--- src/rtl/checkpoint_monitor.sv ---
// Checkpoint sequencer/profiler for the firmware checkbit bus: orders markers, times tests, flags errors.
// Optional watchdog built only when CHKMON_TIMEOUT_EN is defined.
module checkpoint_monitor #(
  parameter int         CHK_W     = 16,
  parameter logic [7:0] MARK_HI   = 8'hAB,
  parameter int         NUM_TESTS = 3,
  parameter int         NUM_RUNS  = 3,
  parameter int         CNT_W     = 32,
  parameter int         TIMEOUT   = 150000
) (
  input  logic             wb_clk_i,
  input  logic             wb_rst_i,
  input  logic [CHK_W-1:0] checkbits_i,
  output logic             start_pulse_o,
  output logic             end_pulse_o,
  output logic [3:0]       test_idx_o,
  output logic [3:0]       run_idx_o,
  output logic [CNT_W-1:0] cycles_o,
  output logic             cycles_valid_o,
  output logic             done_o,
  output logic             error_o,
  output logic [1:0]       err_code_o
);

  typedef enum logic [1:0] {IDLE, RUN, DONE, ERR} state_t;

  localparam logic [3:0]       LAST_T  = 4'(NUM_TESTS - 1);
  localparam logic [3:0]       LAST_R  = 4'(NUM_RUNS - 1);
  localparam logic [CNT_W-1:0] CNT_MAX = '1;

  state_t           state, state_nxt;
  logic [CHK_W-1:0] s1, s2, last;
  logic [3:0]       t, run;
  logic [CNT_W-1:0] cnt, cnt_nxt;
  logic             sat_flag;
  logic             acc, is_mark, hit_start, hit_end, ooo, start_ok, end_ok;
  logic             sat_now, final_test, active, wd_hit;

  // One event per firmware write: word must be stable two samples and differ from the last event
  assign acc       = (s1 == s2) && (s2 != last);
  assign is_mark   = acc && (s2[15:8] == MARK_HI);
  assign hit_start = is_mark && (s2[15:0] == {MARK_HI, t, 4'h0});
  assign hit_end   = is_mark && (s2[15:0] == {MARK_HI, t, 4'h1});
  assign active    = (state == IDLE) || (state == RUN);

  assign ooo      = is_mark && (((state == IDLE) && !hit_start) || ((state == RUN) && !hit_end));
  assign start_ok = (state == IDLE) && hit_start && !wd_hit;
  assign end_ok   = (state == RUN) && hit_end && !wd_hit;

  assign cnt_nxt    = (cnt == CNT_MAX) ? cnt : cnt + 1'b1;
  assign sat_now    = sat_flag || (cnt == CNT_MAX);
  assign final_test = (t == LAST_T) && (run == LAST_R);

`ifdef CHKMON_TIMEOUT_EN
  localparam int WD_W = $clog2(TIMEOUT + 1);
  logic [WD_W-1:0] wd;

  always_ff @(posedge wb_clk_i or posedge wb_rst_i) begin
    if (wb_rst_i)    wd <= '0;
    else if (active) wd <= wd + 1'b1;
  end

  assign wd_hit = active && (wd == WD_W'(TIMEOUT - 1));
`else
  // TIMEOUT has no effect without the watchdog
  assign wd_hit = 1'b0 & (TIMEOUT == 0);
`endif

  always_ff @(posedge wb_clk_i or posedge wb_rst_i) begin
    if (wb_rst_i) state <= IDLE;
    else          state <= state_nxt;
  end

  always_comb begin
    state_nxt = state;
    case (state)
      IDLE: begin
        if (wd_hit || ooo) state_nxt = ERR;
        else if (start_ok) state_nxt = RUN;
      end
      RUN: begin
        if (wd_hit || ooo) state_nxt = ERR;
        else if (end_ok)   state_nxt = sat_now ? ERR : (final_test ? DONE : IDLE);
      end
      DONE:    state_nxt = DONE;
      default: state_nxt = ERR;
    endcase
  end

  always_comb begin
    done_o  = (state == DONE);
    error_o = (state == ERR);
  end

  always_ff @(posedge wb_clk_i or posedge wb_rst_i) begin
    if (wb_rst_i) begin
      s1             <= '0;
      s2             <= '0;
      last           <= '0;
      t              <= '0;
      run            <= '0;
      cnt            <= '0;
      sat_flag       <= 1'b0;
      cycles_o       <= '0;
      start_pulse_o  <= 1'b0;
      end_pulse_o    <= 1'b0;
      cycles_valid_o <= 1'b0;
      err_code_o     <= 2'd0;
    end else begin
      s1             <= checkbits_i;
      s2             <= s1;
      start_pulse_o  <= start_ok;
      end_pulse_o    <= end_ok;
      cycles_valid_o <= end_ok;
      if (acc) last <= s2;
      if (start_ok) begin
        cnt      <= '0;
        sat_flag <= 1'b0;
      end else if (state == RUN) begin
        cnt <= cnt_nxt;
        if (cnt == CNT_MAX) sat_flag <= 1'b1;
      end
      // cnt lags the acceptance edge by one, so the latched duration is cnt_nxt
      if (end_ok) begin
        cycles_o <= cnt_nxt;
        if (!final_test) begin
          if (t == LAST_T) begin
            t   <= '0;
            run <= run + 1'b1;
          end else begin
            t <= t + 1'b1;
          end
        end
      end
      if ((state != ERR) && (state_nxt == ERR))
        err_code_o <= wd_hit ? 2'd2 : (ooo ? 2'd1 : 2'd3);
    end
  end

  assign test_idx_o = t;
  assign run_idx_o  = run;

endmodule

--- config.mk ---
export PLATFORM = sky130hd
export DESIGN_NAME = checkpoint_monitor
export DESIGN_NICKNAME = d
export VERILOG_FILES = /design/src/rtl/checkpoint_monitor.sv
export SDC_FILE = /design/constraint.sdc
export NUM_CORES = 1
export LEC_CHECK = 0
export BUFFER_PORTS_ARGS = -buffer_cell sky130_fd_sc_hd__buf_4
export CORE_ASPECT_RATIO = 0.8
export CORE_MARGIN = 2
export CORE_UTILIZATION = 58
export DETAILED_ROUTE_END_ITERATION = 10
export PLACE_DENSITY = 0.85
export SLEW_MARGIN = 10
export SYNTH_ARGS = -nofsm -noshare
export SYNTH_HDL_FRONTEND = slang
export SYNTH_SLANG_ARGS = --single-unit
--- constraint.sdc ---
create_clock -name wb_clk_i -period 5.2 [get_ports wb_clk_i]
set_clock_uncertainty 0.05 [all_clocks]
set_input_delay 0.52 -clock wb_clk_i [delete_from_list [all_inputs] [get_ports wb_clk_i]]
set_output_delay 0.52 -clock wb_clk_i [all_outputs]
set_load 0.1 [all_outputs]
After elaboration in Yosys (flattened, before gate mapping)
Index checks and enable logic that the tools add are counted.
- bits in registers: 127
- bits in writable memories: 0
- latch bits: 0
- memory bits (read-only): 0
- bits of input ports: 18
- word-level logic and storage cells: 65
- output and inout bits: 47
- memories kept: 0
- bitwise operators: 1
- div/mod/pow operators: 0
- shift-type cells: 0
- add/sub/neg operators: 3
- multiplexer cells: 15
- reduce and logical (&&, ||, !) cells: 21
- equality and inequality tests: 13
- multiply operators: 0
- order comparisons: 0
- operators with widths (kind ; count):
    two-way mux 32 bit ; 3
    equality test 16 bit ; 3
    adder 32 x 1 -> 32 bit, second input constant ; 1
    equality test 32 bit, second input constant ; 1
    != test 16 bit ; 1
    two-way mux 2 bit ; 7
    logical AND 1 bit ; 11
    adder 4 x 1 -> 4 bit, second input constant ; 2
    equality test 4 x 2 -> 1 bit, second input constant ; 2
    equality test 8 bit, second input constant ; 1
    equality test 2 bit, second input constant ; 3
    case mux 2 bit (3 select lines) ; 1
    two-way mux 4 bit ; 1
    AND reduction 2 bit ; 2
    nonzero test 2 bit ; 2
    two-way mux 1 bit ; 3
    AND reduction 3 bit ; 1
    equality test 2 x 1 -> 1 bit, second input constant ; 1
    zero test 1 bit ; 2
    zero test 2 bit ; 1
    logical OR 1 bit ; 2
    != test 2 bit, second input constant ; 1
    NOT 1 bit ; 1

Logic depth before layout (Yosys ltp)
Gate-level depths: netlist of the first run.
- depth after elaboration: 12
- mapped depth: 9
- gate-level depth less buffers: 7

Worst setup path after synthesis of the first run
OpenSTA, ideal clock, no wires.
- path kind: reg-to-reg
- start: register t[1] (netlist: test_idx_o[1])
- end: register cycles_o[14]
- library setup time: 0.125 ns
- buffers on the path: 1
- path slack: 2.405 ns
- data required time: 5.025 ns
- data arrival time: 2.620 ns
- clock period less this slack: 2.795 ns
- cell stages (with the launch flop): 8
- path through: dfrtp_1 -> xor2_1 -> nor4_1 -> and4_1 -> nand4_1 -> inv_1 -> buf_2 -> mux2_2
- cells in the longest elaborated chain, start to end: 3
- ends and longest elaborated chain (element ; line ; text):
    start, declared ; 33 ; logic [3:0] t, run;
    start signal, assigned ; 131 ; t <= t + 1'b1;
    equality test 16 bit ; 43 ; assign hit_end = is_mark && (s2[15:0] == {MARK_HI, t, 4'h1});
    logical AND 1 bit ; 43 ;
    logical AND 1 bit ; 48 ; assign end_ok = (state == RUN) && hit_end && !wd_hit;
    via end_ok ; 36 ; logic acc, is_mark, hit_start, hit_end, ooo, start_ok, end_ok;
    end signal, assigned ; 125 ; cycles_o <= cnt_nxt;
    end, declared ; 18 ; output logic [CNT_W-1:0] cycles_o,
The timed path passes the listed nets, and every way through them passes these cells.
A chain may end at the register's enable or synchronous reset.

Final worst setup path of the first run
- start: register s2[13]
- end: register cnt[19]
- cells in the longest elaborated chain, start to end: 6
- elaborated cells on any way between the ends: 10
- those cells by class: eq/ne: 4; mux: 1; reduce/logical: 5
- ends and longest elaborated chain (element ; line ; text):
    start, declared ; 32 ; logic [CHK_W-1:0] s1, s2, last;
    start signal, assigned ; 98 ; s2 <= '0;
    start signal, assigned ; 111 ; s2 <= s1;
    equality test 16 bit or != test 16 bit (tied branches) ; 40 ; assign acc = (s1 == s2) && (s2 != last);
    logical AND 1 bit ; 40 ;
    logical AND 1 bit ; 41 ; assign is_mark = acc && (s2[15:8] == MARK_HI);
    logical AND 1 bit * ; 42 ; assign hit_start = is_mark && (s2[15:0] == {MARK_HI, t, 4'h0});
    logical AND 1 bit * ; 47 ; assign start_ok = (state == IDLE) && hit_start && !wd_hit;
    two-way mux 32 bit or nonzero test 2 bit (tied branches) ; -- ;
    end signal, assigned ; 120 ; cnt <= cnt_nxt;
    end, declared ; 34 ; logic [CNT_W-1:0] cnt, cnt_nxt;
Every way passes the cells marked *; elsewhere a longest branch is shown, timed or not.

==> run metrics, run 1 <==
port bufs=64; average size of a mapped cell=11.2 um^2; Die Y-Extent=93.4 um; Leakage Power=3.27 nW; CTS Buf Count=17; Clock Sink Count=127; proportion of synthesized area in mux cells=0.0576; highest attainable clock frequency=0.334 GHz; worst-margin pin slew=0.925 ns; Main synth FF type=sky130_fd_sc_hd__dfrtp_1; Residual DRC=0; synthesized-area fraction occupied by and/or/nand/nor cells=0.150; Unique masters post-synth=56; max_cap viols=0; post-route antenna net violation count=0; number of detailed-routing iterations run before antenna repair=5; vias post-DR=4422; # H-tree levels=4; data arrival time of the critical path=3.24 ns; antenna violations before repair=0; max-slew violations=0; total standard cell area after synthesis=0.00580 mm^2; hold violation count in the final report=0; fraction of the cycle the final worst path needs=0.576; type of the worst setup path=reg -> reg; Worst-Skew Late Latency=0.41 ns; dpl cell area=0.00639 mm^2; share of synthesized flip-flops with an asynchronous set or reset=1.00; post-CTS repair timing setup buffer count=0; CP Capture Type=flip-flop; Net Count, Synth=540; number of flops mapped to enable cells by yosys=0; main combinational cell family by area after synthesis=simple AND/OR/NAND/NOR gates; TritonCTS clock tree=done; vias per std cell=6.03; Final Critical Period=2.99 ns; Rows=32; Worst Hold Path Cells=1; power density relative to cell area=319 mW/mm^2; R2R cell count=7; endpoint of the worst hold path=s1[6]; worst vdd ir=203 uV; sequential area share after synthesis=0.548; Die Wd=116 um; area growth from synthesis to layout=20.2%; initial standard-cell utilization of the core=0.598; number of gates given a new drive strength after cts=0; number of DRC markers in iteration 0=495; setup repair after global routing missed its margin=no; flops & latches, synth=127; overall die area=0.0108 mm^2; detailed placement HPWL=8730 um; global-route wire length before repair=22400 um; share of synthesized cell area in full adder, half adder and majority cells=0.00647; antenna cells=0; grt ovf=0; complex-gate fraction of the synthesized area=0.104; # setup viols final=0; launch instance of the worst register-to-register path=s2[13]; wire length after detailed routing=13700 um; Std-Cell Core Area=0.00969 mm^2; number of instances in the synthesized netlist=519; number of warning messages in the yosys log=0; worst-case register-to-register setup slack=2.21 ns; fraction of layout cells with a size suffix above 1=0.228; Setup crit start kind=flip-flop; final weighted congestion in routability-driven placement=0.888; Final WS setup=2.21 ns; via count of the first global-routing pass=4432; post-cts hold buffer count=0; Final Cell Area=0.00697 mm^2; drt wl/cell=18.7 um; Clk Tree Root Cell=sky130_fd_sc_hd__clkbuf_16; share of the synthesized netlist area taken by xor and xnor gates=0.109; Crit Reg-Reg Endpoint=cnt[19]; deepest clock path buffer count=2; worst hold path startpoint=checkbits_i[6]; CTS clock-pin slew for the worst setup and hold paths=0.06 ns; class of the worst hold path=in -> reg; setup TNS after final layout=0 ns; critical path data required time=5.44 ns; overall global routing resource usage=0.270; Final #Nets=605; status=finished, final reports clean; Filler Cell Count=668; largest net degree at the start of global routing=67; Slew headroom=0.377; top-level I/O count=65; worst-path fanout max=19; dpl ws=2.34 ns
-- placed cells by master, fill, tap and decap left out, types with 3 or more instances in the layout --
cell,Yosys,final
sky130_fd_sc_hd__o21ai_0,27,27
sky130_fd_sc_hd__clkinvlp_4,0,3
sky130_fd_sc_hd__mux2_2,27,27
sky130_fd_sc_hd__o211ai_1,3,3
sky130_fd_sc_hd__ha_1,3,3
sky130_fd_sc_hd__buf_4,1,68
sky130_fd_sc_hd__nand2_1,40,40
sky130_fd_sc_hd__nor3_1,12,12
sky130_fd_sc_hd__clkbuf_16,0,17
sky130_fd_sc_hd__nor4_1,7,7
sky130_fd_sc_hd__xnor2_1,29,29
sky130_fd_sc_hd__clkinv_4,0,3
sky130_fd_sc_hd__nand3_1,23,23
sky130_fd_sc_hd__a21oi_1,16,16
sky130_fd_sc_hd__nor3b_1,3,3
sky130_fd_sc_hd__xor2_1,43,43
sky130_fd_sc_hd__nand4_1,19,19
sky130_fd_sc_hd__and3_1,11,11
sky130_fd_sc_hd__and4_1,3,3
sky130_fd_sc_hd__a31oi_1,9,9
sky130_fd_sc_hd__a22o_1,10,10
sky130_fd_sc_hd__dfrtp_1,127,127
sky130_fd_sc_hd__clkinv_2,0,5
sky130_fd_sc_hd__a211o_1,3,3
sky130_fd_sc_hd__nor2_1,28,27
sky130_fd_sc_hd__mux2i_1,3,3
sky130_fd_sc_hd__a41oi_1,3,3
sky130_fd_sc_hd__o21a_1,4,4
sky130_fd_sc_hd__inv_1,13,12
-- layer usage --
| metal | global-route usage | part of all wire | vias up |
|---|---|---|---|
| li1 | - | - | 1996 |
| met4 | 0.0873 | 0.019 | 0 |
| met1 | 0.369 | 0.43 | 2181 |
| met5 | 0 | 0 | - |
| met2 | 0.428 | 0.48 | 216 |
| met3 | 0.0635 | 0.070 | 29 |
-- registers in the layout, summed over array words and instances (netlist names) --
register,cells
cnt,32
cycles_o,32
cycles_valid_o,1
err_code_o,2
last,16
run_idx_o,4
s1,16
s2,16
sat_flag,1
start_pulse_o,1
state,2
test_idx_o,4
-- synthesized netlist by cell type, types with 2 or more instances --
| cell | count | share of area |
|---|---|---|
| sky130_fd_sc_hd__a211o_1 | 3 | 0.0045 |
| sky130_fd_sc_hd__a21oi_1 | 16 | 0.014 |
| sky130_fd_sc_hd__a22o_1 | 10 | 0.015 |
| sky130_fd_sc_hd__a311oi_1 | 2 | 0.0030 |
| sky130_fd_sc_hd__a31oi_1 | 9 | 0.0097 |
| sky130_fd_sc_hd__a41oi_1 | 3 | 0.0045 |
| sky130_fd_sc_hd__and2_1 | 2 | 0.0022 |
| sky130_fd_sc_hd__and3_1 | 11 | 0.012 |
| sky130_fd_sc_hd__and4_1 | 3 | 0.0045 |
| sky130_fd_sc_hd__buf_2 | 7 | 0.0060 |
| sky130_fd_sc_hd__clkbuf_1 | 13 | 0.0084 |
| sky130_fd_sc_hd__dfrtp_1 | 127 | 0.55 |
| sky130_fd_sc_hd__ha_1 | 3 | 0.0065 |
| sky130_fd_sc_hd__inv_1 | 13 | 0.0084 |
| sky130_fd_sc_hd__mux2_2 | 27 | 0.052 |
| sky130_fd_sc_hd__mux2i_1 | 3 | 0.0052 |
| sky130_fd_sc_hd__nand2_1 | 40 | 0.026 |
| sky130_fd_sc_hd__nand3_1 | 23 | 0.020 |
| sky130_fd_sc_hd__nand3b_1 | 2 | 0.0026 |
| sky130_fd_sc_hd__nand4_1 | 19 | 0.020 |
| sky130_fd_sc_hd__nor2_1 | 28 | 0.018 |
| sky130_fd_sc_hd__nor3_1 | 12 | 0.010 |
| sky130_fd_sc_hd__nor3b_1 | 3 | 0.0039 |
| sky130_fd_sc_hd__nor4_1 | 7 | 0.0076 |
| sky130_fd_sc_hd__o211ai_1 | 3 | 0.0039 |
| sky130_fd_sc_hd__o21a_1 | 4 | 0.0052 |
| sky130_fd_sc_hd__o21ai_0 | 27 | 0.023 |
| sky130_fd_sc_hd__xnor2_1 | 29 | 0.044 |
| sky130_fd_sc_hd__xor2_1 | 43 | 0.065 |
-- report_power, final --
group / leakage, nW / internal (mW) / switching (mW)
Sequential: 1.70 / 1.00 / 0.0152
Combinational: 1.28 / 0.0215 / 0.0308
Clock: 0.282 / 0.716 / 0.441
Total: 3.27 / 1.74 / 0.487
-- cell type report --
cell class	instances	area (um^2)	area share
clock buffers	18	439	0.0630
clock inverters	14	143	0.0205
inverters	13	51.3	0.00736
multi-input cells	357	2480	0.356
flip-flops and latches	127	3180	0.456
well taps	136	170	0.0244
repair buffers	68	510	0.0732
-- stage by stage --
step	total power, mW	util	cells	hold slack, ns
final	2.23	0.719	733	0.162
after global routing	2.29	0.719	733	0.154
after detailed placement	1.09	0.659	701	0.336
after floorplan	1.06	-	519	0.323
after global placement	1.08	0.659	701	0.336
after CTS	2.24	0.719	733	0.157
-- critical path: stages (launching register included) --
cell and delay, ns:
sky130_fd_sc_hd__dfrtp_1 0.45, sky130_fd_sc_hd__xnor2_1 0.26, sky130_fd_sc_hd__nand4_1 0.13, sky130_fd_sc_hd__nor4_1 0.48
sky130_fd_sc_hd__and2_1 0.79, sky130_fd_sc_hd__a21oi_1 0.15, sky130_fd_sc_hd__buf_4 0.25, sky130_fd_sc_hd__a211o_1 0.31
-- logic make-up after synthesis --
| family | count (synthesis) |
|---|---|
| buffers and inverters | 35 |
| adders and majority gates | 3 |
| AOI/OAI and AO/OA | 91 |
| DFF | 127 |
| muxes | 30 |
| xor gates and xnor gates | 72 |
| and+or+nand+nor | 161 |
-- worst max path at each step --
stage | depth (start not counted) | endpoint | startpoint
final | 7 | cnt[19] | s2[13]
after global routing | 7 | cnt[23] | s2[13]
after CTS | 7 | cnt[19] | s2[13]
after detailed placement | 7 | cnt[19] | s2[9]
after global placement | 7 | cnt[21] | s2[5]
after floorplan | 1 | cnt[0] | wb_rst_i
(Power assumes the default switching activity.)
==> run 2, diff against run 1 <==
==> constraint.sdc (replaced) <==
create_clock -name wb_clk_i -period 3 [get_ports wb_clk_i]
set_clock_uncertainty 0.05 [all_clocks]
set_input_delay 0.3 -clock wb_clk_i [delete_from_list [all_inputs] [get_ports wb_clk_i]]
set_output_delay 0.3 -clock wb_clk_i [all_outputs]
set_load 0.1 [all_outputs]
==> run 2 against run 1 <==
Compared with the run above: non-clock buffer count grew 28; first-iteration DRC count grew 3.2%; critical path type unchanged; critical path depth grew 1; sequential share of layout area shrank 1.8 points; cell area grew 4.0%; highest routed layer unchanged.
==> run metrics, run 2 (same netlist as run 1, synthesis figures left out) <==
Final Critical Period=2.68 ns (was 2.99 ns); # setup viols final=0 (unchanged); post-CTS repair timing setup buffer count=0 (unchanged); CTS Buf Count=17 (unchanged); Worst Hold Path Cells=0 (was 1); via count of the first global-routing pass=4476 (was 4432); data arrival time of the critical path=2.93 ns (was 3.24 ns); Crit Reg-Reg Endpoint=cycles_o[2] (was cnt[19]); power after layout=3.94 mW (was 2.23 mW); grt ovf=0 (unchanged); post-route antenna net violation count=0 (unchanged); drt wl/cell=18.1 um (was 18.7 um); initial standard-cell utilization of the core=0.598 (unchanged); overall die area=0.0108 mm^2 (unchanged); worst hold path startpoint=s1[2] (was checkbits_i[6]); critical path data required time=3.25 ns (was 5.44 ns); top-level I/O count=65 (unchanged); power density relative to cell area=543 mW/mm^2 (was 319 mW/mm^2); max_cap viols=0 (unchanged); standard cell with the maximum stage delay on the critical path=sky130_fd_sc_hd__dfrtp_1 (was sky130_fd_sc_hd__and2_1); number of detailed-routing iterations run before antenna repair=5 (unchanged); status=finished, final reports clean (unchanged); class of the worst hold path=reg -> reg (was in -> reg); dpl cell area=0.00648 mm^2 (was 0.00639 mm^2); TritonCTS clock tree=done (unchanged); worst-margin pin slew=0.633 ns (was 0.925 ns); global-route wire length before repair=23000 um (was 22400 um); detailed placement HPWL=8920 um (was 8730 um); Clk Tree Root Cell=sky130_fd_sc_hd__clkbuf_16 (unchanged); largest net degree at the start of global routing=55 (was 67); deepest clock path buffer count=2 (unchanged); CP Capture Type=flip-flop (unchanged); vias per std cell=6.02 (was 6.03); Std-Cell Core Area=0.00969 mm^2 (unchanged); placed cell count=712 (was 701); number of DRC markers in iteration 0=511 (was 495); highest attainable clock frequency=0.373 GHz (was 0.334 GHz); worst-path fanout max=7 (was 19); Largest stage delay, worst path=0.45 ns (was 0.79 ns); number of gates given a new drive strength after cts=0 (unchanged); setup repair after global routing missed its margin=no (unchanged); fraction of the cycle the final worst path needs=0.893 (was 0.576); setup TNS after final layout=0 ns (unchanged); Clock Sink Count=127 (unchanged); antenna cells=0 (unchanged); Filler Cell Count=624 (was 668); antenna violations before repair=0 (unchanged); worst vdd ir=411 uV (was 203 uV); fraction of layout cells with a size suffix above 1=0.235 (was 0.228); Leakage Power=3.39 nW (was 3.27 nW); utilization of the core after routing=0.748 (was 0.719); most frequent cells in the layout=sky130_fd_sc_hd__dfrtp_1, sky130_fd_sc_hd__buf_4, sky130_fd_sc_hd__xor2_1, sky130_fd_sc_hd__nand2_1, sky130_fd_sc_hd__xnor2_1 (unchanged); Final Cell Area=0.00725 mm^2 (was 0.00697 mm^2); # H-tree levels=4 (unchanged); Final WS setup=0.320 ns (was 2.21 ns); top cell family by delay on the critical path=simple AND/OR/NAND/NOR gates (unchanged); overall global routing resource usage=0.282 (was 0.270); non-filler cells in the finished layout=761 (was 733); Slew headroom=0.577 (was 0.377); R2R cell count=8 (was 7); worst-case register-to-register setup slack=0.32 ns (was 2.21 ns); Worst-Skew Late Latency=0.42 ns (was 0.41 ns); area growth from synthesis to layout=25.1% (was 20.2%); port bufs=64 (unchanged); series of cell instances along the critical path=ha_1 -> nand4_1 -> nor3_1 -> nand3_1 -> buf_4 -> nand2_1 -> xnor2_1 -> mux2_2 (was xnor2_1 -> nand4_1 -> nor4_1 -> and2_1 -> a21oi_1 -> buf_4 -> a211o_1); wire length after detailed routing=13800 um (was 13700 um); Residual DRC=0 (unchanged); Die Wd=116 um (unchanged); buffering stage count on the worst path with inverters included=1 (unchanged); Die Y-Extent=93.4 um (unchanged); dpl ws=0.399 ns (was 2.34 ns); max-slew violations=0 (unchanged); Final #Nets=633 (was 605); commonest non-fill, non-tap cell in the layout=sky130_fd_sc_hd__dfrtp_1 (unchanged); hold violation count in the final report=0 (unchanged); Rows=32 (unchanged); launch instance of the worst register-to-register path=cnt[0] (was s2[13]); CTS clock-pin slew for the worst setup and hold paths=0.05 ns (was 0.06 ns); largest registers=cnt: 32 flops, cycles_o: 32 flops (unchanged); endpoint of the worst hold path=s2[2] (was s1[6]); vias post-DR=4582 (was 4422); final weighted congestion in routability-driven placement=0.925 (was 0.888); Setup crit start kind=flip-flop (unchanged); Worst Hold Slack=0.340 ns (was 0.162 ns); first element of the critical path=cnt[0] (was s2[13]); type of the worst setup path=reg -> reg (unchanged)
## run 2: cell types whose count changed in the layout (fill, tap and decap cells not counted)
cell,before,now
sky130_fd_sc_hd__inv_4,1,0
sky130_fd_sc_hd__buf_12,0,1
sky130_fd_sc_hd__inv_6,1,0
sky130_fd_sc_hd__bufinv_16,2,3
sky130_fd_sc_hd__clkinvlp_4,3,5
sky130_fd_sc_hd__buf_4,68,78
sky130_fd_sc_hd__clkbuf_8,1,0
sky130_fd_sc_hd__dlygate4sd3_1,0,17
## run 2: what timing repair did
item / in CTS / in global routing
hold buffers: 17 / 0
endpoints found under the setup margin: 0 / 0
endpoints found under the hold margin: 37 / 0
## run 2: routing by layer
| layer | global-route usage | up-vias | share of wire |
|---|---|---|---|
| met5 | 0 | - | 0 |
| li1 | - | 2041 | - |
| met3 | 0.0616 | 39 | 0.086 |
| met1 | 0.402 | 2221 | 0.43 |
| met4 | 0.131 | 0 | 0.024 |
| met2 | 0.415 | 281 | 0.46 |
## run 2: worst max path at each step
stage / to / slack, ns / cells past startpoint
6_report: cycles_o[2] / 0.32 / 8
3_5_place_dp: run_idx_o[1] / 0.40 / 7
4_1_cts: run_idx_o[1] / 0.37 / 7
5_1_grt: cycles_o[2] / 0.15 / 8
2_1_floorplan: cycles_o[14] / 0.20 / 7
3_3_place_gp: cycles_o[2] / 0.54 / 6
## run 2: layout make-up
| type | count | area, um^2 | area share |
|---|---|---|---|
| multi-input cells | 357 | 2480 | 0.342 |
| inverters | 13 | 52.6 | 0.00725 |
| repair buffers | 96 | 776 | 0.107 |
| flip-flops and latches | 127 | 3180 | 0.438 |
| well taps | 136 | 170 | 0.0235 |
| clock inverters | 15 | 171 | 0.0236 |
| clock buffers | 17 | 425 | 0.0587 |
## run 2: where the power goes
group	switching, mW	internal (mW)
clock	0.762	1.30
sequential	0.0265	1.74
combinational	0.0591	0.0551
total	0.848	3.09
## run 2: worst reg2reg max path, cell delays in order (launching register included)
cell and delay [ns]:
sky130_fd_sc_hd__dfrtp_1 0.45, sky130_fd_sc_hd__ha_1 0.34, sky130_fd_sc_hd__nand4_1 0.20, sky130_fd_sc_hd__nor3_1 0.43, sky130_fd_sc_hd__nand3_1 0.34, sky130_fd_sc_hd__buf_4 0.28, sky130_fd_sc_hd__nand2_1 0.10, sky130_fd_sc_hd__xnor2_1 0.09
sky130_fd_sc_hd__mux2_2 0.28
==> run 3, diff against run 2 <==
--- a/config.mk
+++ b/config.mk
@@ -6,10 +6,13 @@
 export NUM_CORES = 1
 export LEC_CHECK = 0
 export BUFFER_PORTS_ARGS = -buffer_cell sky130_fd_sc_hd__buf_4
+export CELL_PAD_IN_SITES_DETAIL_PLACEMENT = 0
+export CELL_PAD_IN_SITES_GLOBAL_PLACEMENT = 1
 export CORE_ASPECT_RATIO = 0.8
 export CORE_MARGIN = 2
-export CORE_UTILIZATION = 58
+export CORE_UTILIZATION = 46
 export DETAILED_ROUTE_END_ITERATION = 10
+export MAX_ROUTING_LAYER = met4
 export PLACE_DENSITY = 0.85
 export SLEW_MARGIN = 10
 export SYNTH_ARGS = -nofsm -noshare
==> run 3 against run 2 <==
Compared with the run above: the flow now finishes with violations (negative hold slack); sequential power barely moved; flip-flop and latch count did not move; total power is 5.5% higher; global-route usage down 6.3 points; core utilization down 15 points; register-to-register slack lost 0.06 ns; final cell count increased by 4.5%; critical path type unchanged; critical endpoint is now cycles_o[14]; highest routed layer unchanged.
==> run metrics, run 3 (same netlist as run 1, synthesis figures left out) <==
port bufs=64 (unchanged); Die Y-Extent=104 um (was 93.4 um); setup TNS after final layout=0 ns (unchanged); Critical Path Most Common Cell=sky130_fd_sc_hd__nand4_1; number of DRC markers in iteration 0=362 (was 511); Residual DRC=0 (unchanged); critical path data required time=3.24 ns (was 3.25 ns); number of gates given a new drive strength after cts=0 (unchanged); Final Critical Period=2.74 ns (was 2.68 ns); Final Cell Area=0.00735 mm^2 (was 0.00725 mm^2); Worst Hold Slack=-0.0324 ns (was 0.340 ns); power density relative to cell area=565 mW/mm^2 (was 543 mW/mm^2); max_cap viols=0 (unchanged); area growth from synthesis to layout=26.8% (was 25.1%); setup repair after global routing missed its margin=no (unchanged); most frequent cells in the layout=sky130_fd_sc_hd__dfrtp_1, sky130_fd_sc_hd__buf_4, sky130_fd_sc_hd__xor2_1, sky130_fd_sc_hd__nand2_1, sky130_fd_sc_hd__xnor2_1 (unchanged); vias per std cell=5.44 (was 6.02); type of the worst setup path=reg -> reg (unchanged); hold violation count in the final report=12 (was 0); overall die area=0.0135 mm^2 (was 0.0108 mm^2); Clock Sink Count=127 (unchanged); utilization of the core after routing=0.600 (was 0.748); number of detailed-routing iterations run before antenna repair=5 (unchanged); highest attainable clock frequency=0.366 GHz (was 0.373 GHz); worst-path fanout max=10 (was 7); Slew headroom=0.522 (was 0.577); Final #Nets=632 (was 633); worst-margin pin slew=0.717 ns (was 0.633 ns); standard cell with the maximum stage delay on the critical path=sky130_fd_sc_hd__nor4_1 (was sky130_fd_sc_hd__dfrtp_1); first element of the critical path=s2[9] (was cnt[0]); dpl cell area=0.00653 mm^2 (was 0.00648 mm^2); Die Wd=130 um (was 116 um); Final WS setup=0.265 ns (was 0.320 ns); TritonCTS clock tree=done (unchanged); CTS Buf Count=17 (unchanged); Largest stage delay, worst path=0.55 ns (was 0.45 ns); worst-case register-to-register setup slack=0.26 ns (was 0.32 ns); buffering stage count on the worst path with inverters included=2 (was 1); largest net degree at the start of global routing=128 (was 55); class of the worst hold path=in -> async (was reg -> reg); CP Capture Type=flip-flop (unchanged); vias post-DR=4321 (was 4582); detailed placement HPWL=8950 um (was 8920 um); violations in the final reports=negative hold slack; top cell family by delay on the critical path=simple AND/OR/NAND/NOR gates (unchanged); grt ovf=0 (unchanged); Std-Cell Core Area=0.0123 mm^2 (was 0.00969 mm^2); post-route antenna net violation count=0 (unchanged); commonest non-fill, non-tap cell in the layout=sky130_fd_sc_hd__dfrtp_1 (unchanged); Rows=36 (was 32); antenna cells=0 (unchanged); worst vdd ir=421 uV (was 411 uV); # H-tree levels=4 (unchanged); Worst-Skew Late Latency=0.42 ns (about the same); wire length after detailed routing=13300 um (was 13800 um); Clk Tree Root Cell=sky130_fd_sc_hd__clkbuf_16 (unchanged); overall global routing resource usage=0.219 (was 0.282); CTS clock-pin slew for the worst setup and hold paths=0.06 ns (was 0.05 ns); max-slew violations=0 (unchanged); top-level I/O count=65 (unchanged); dpl ws=0.339 ns (was 0.399 ns); largest registers=cnt: 32 flops, cycles_o: 32 flops (unchanged); final weighted congestion in routability-driven placement=0.863 (was 0.925); # setup viols final=0 (unchanged); series of cell instances along the critical path=xnor2_1 -> nand4_1 -> nor4_1 -> nand4_1 -> inv_1 -> buf_4 -> mux2_2 (was ha_1 -> nand4_1 -> nor3_1 -> nand3_1 -> buf_4 -> nand2_1 -> xnor2_1 -> mux2_2); fraction of the cycle the final worst path needs=0.912 (was 0.893); data arrival time of the critical path=2.98 ns (was 2.93 ns); deepest clock path buffer count=2 (unchanged); initial standard-cell utilization of the core=0.473 (was 0.598); fraction of layout cells with a size suffix above 1=0.234 (was 0.235); status=complete, but fails checks (was finished, final reports clean); drt wl/cell=16.7 um (was 18.1 um); Filler Cell Count=1016 (was 624); global-route wire length before repair=22100 um (was 23000 um); Setup crit start kind=flip-flop (unchanged); via count of the first global-routing pass=4200 (was 4476); Leakage Power=3.43 nW (was 3.39 nW); launch instance of the worst register-to-register path=s2[9] (was cnt[0]); antenna violations before repair=0 (unchanged)
-- run 3: per-layer routing --
metal  wire length (um)  part of all wire  global-route usage  vias to the layer above
met5                  0                 0                   -                        -
met4                274             0.021              0.0899                        0
met3                721             0.054              0.0592                       22
met2               5870              0.44               0.293                      137
met1               6420              0.48               0.314                     2114
li1                   -                 -                   -                     2048
-- run 3: worst reg2reg max path, cell delays in order, from the launching register on --
cell                      delay (ns)
sky130_fd_sc_hd__dfrtp_1        0.43
sky130_fd_sc_hd__xnor2_1        0.20
sky130_fd_sc_hd__nand4_1        0.18
sky130_fd_sc_hd__nor4_1         0.55
sky130_fd_sc_hd__nand4_1        0.38
sky130_fd_sc_hd__inv_1          0.25
sky130_fd_sc_hd__buf_4          0.22
sky130_fd_sc_hd__mux2_2         0.36
-- run 3: cell type report --
cell class / instances / area [um^2] / share of cell area
clock buffer: 20 / 457 / 0.0621
clock inverter: 12 / 206 / 0.0281
inverter: 13 / 52.6 / 0.00715
multi-input combinational: 357 / 2480 / 0.337
sequential: 127 / 3180 / 0.432
tap: 171 / 214 / 0.0291
timing repair buffer: 95 / 766 / 0.104
-- run 3: worst paths after layout --
check	to	cells past startpoint
min in group wb_clk_i	s2[3]	0
min reg2reg	s2[3]	0
min	run_idx_o[0]	3
max in group asynchronous	cnt[16]	3
max reg2reg	cycles_o[14]	7
max	cycles_o[14]	7
-- run 3: repair_timing --
action / 4_1_cts / 5_1_grt
setup buffers: 0 / 0
endpoints found under the setup margin: 0 / 10
endpoints found under the hold margin: 16 / 0
hold buffers: 16 / 0
-- run 3: metrics by stage --
step / cells / power, mW
4_1_cts: 795 / 4.19
5_1_grt: 795 / 4.29
6_report: 795 / 4.15
3_3_place_gp: 747 / 1.88
3_5_place_dp: 747 / 1.89
2_1_floorplan: 519 / 1.84
-- run 3: where the power goes --
group / switching [mW] / total [mW] / internal [mW]
Sequential: 0.0257 / 1.76 / 1.74
Combinational: 0.0549 / 0.107 / 0.0526
Clock: 0.758 / 2.28 / 1.53
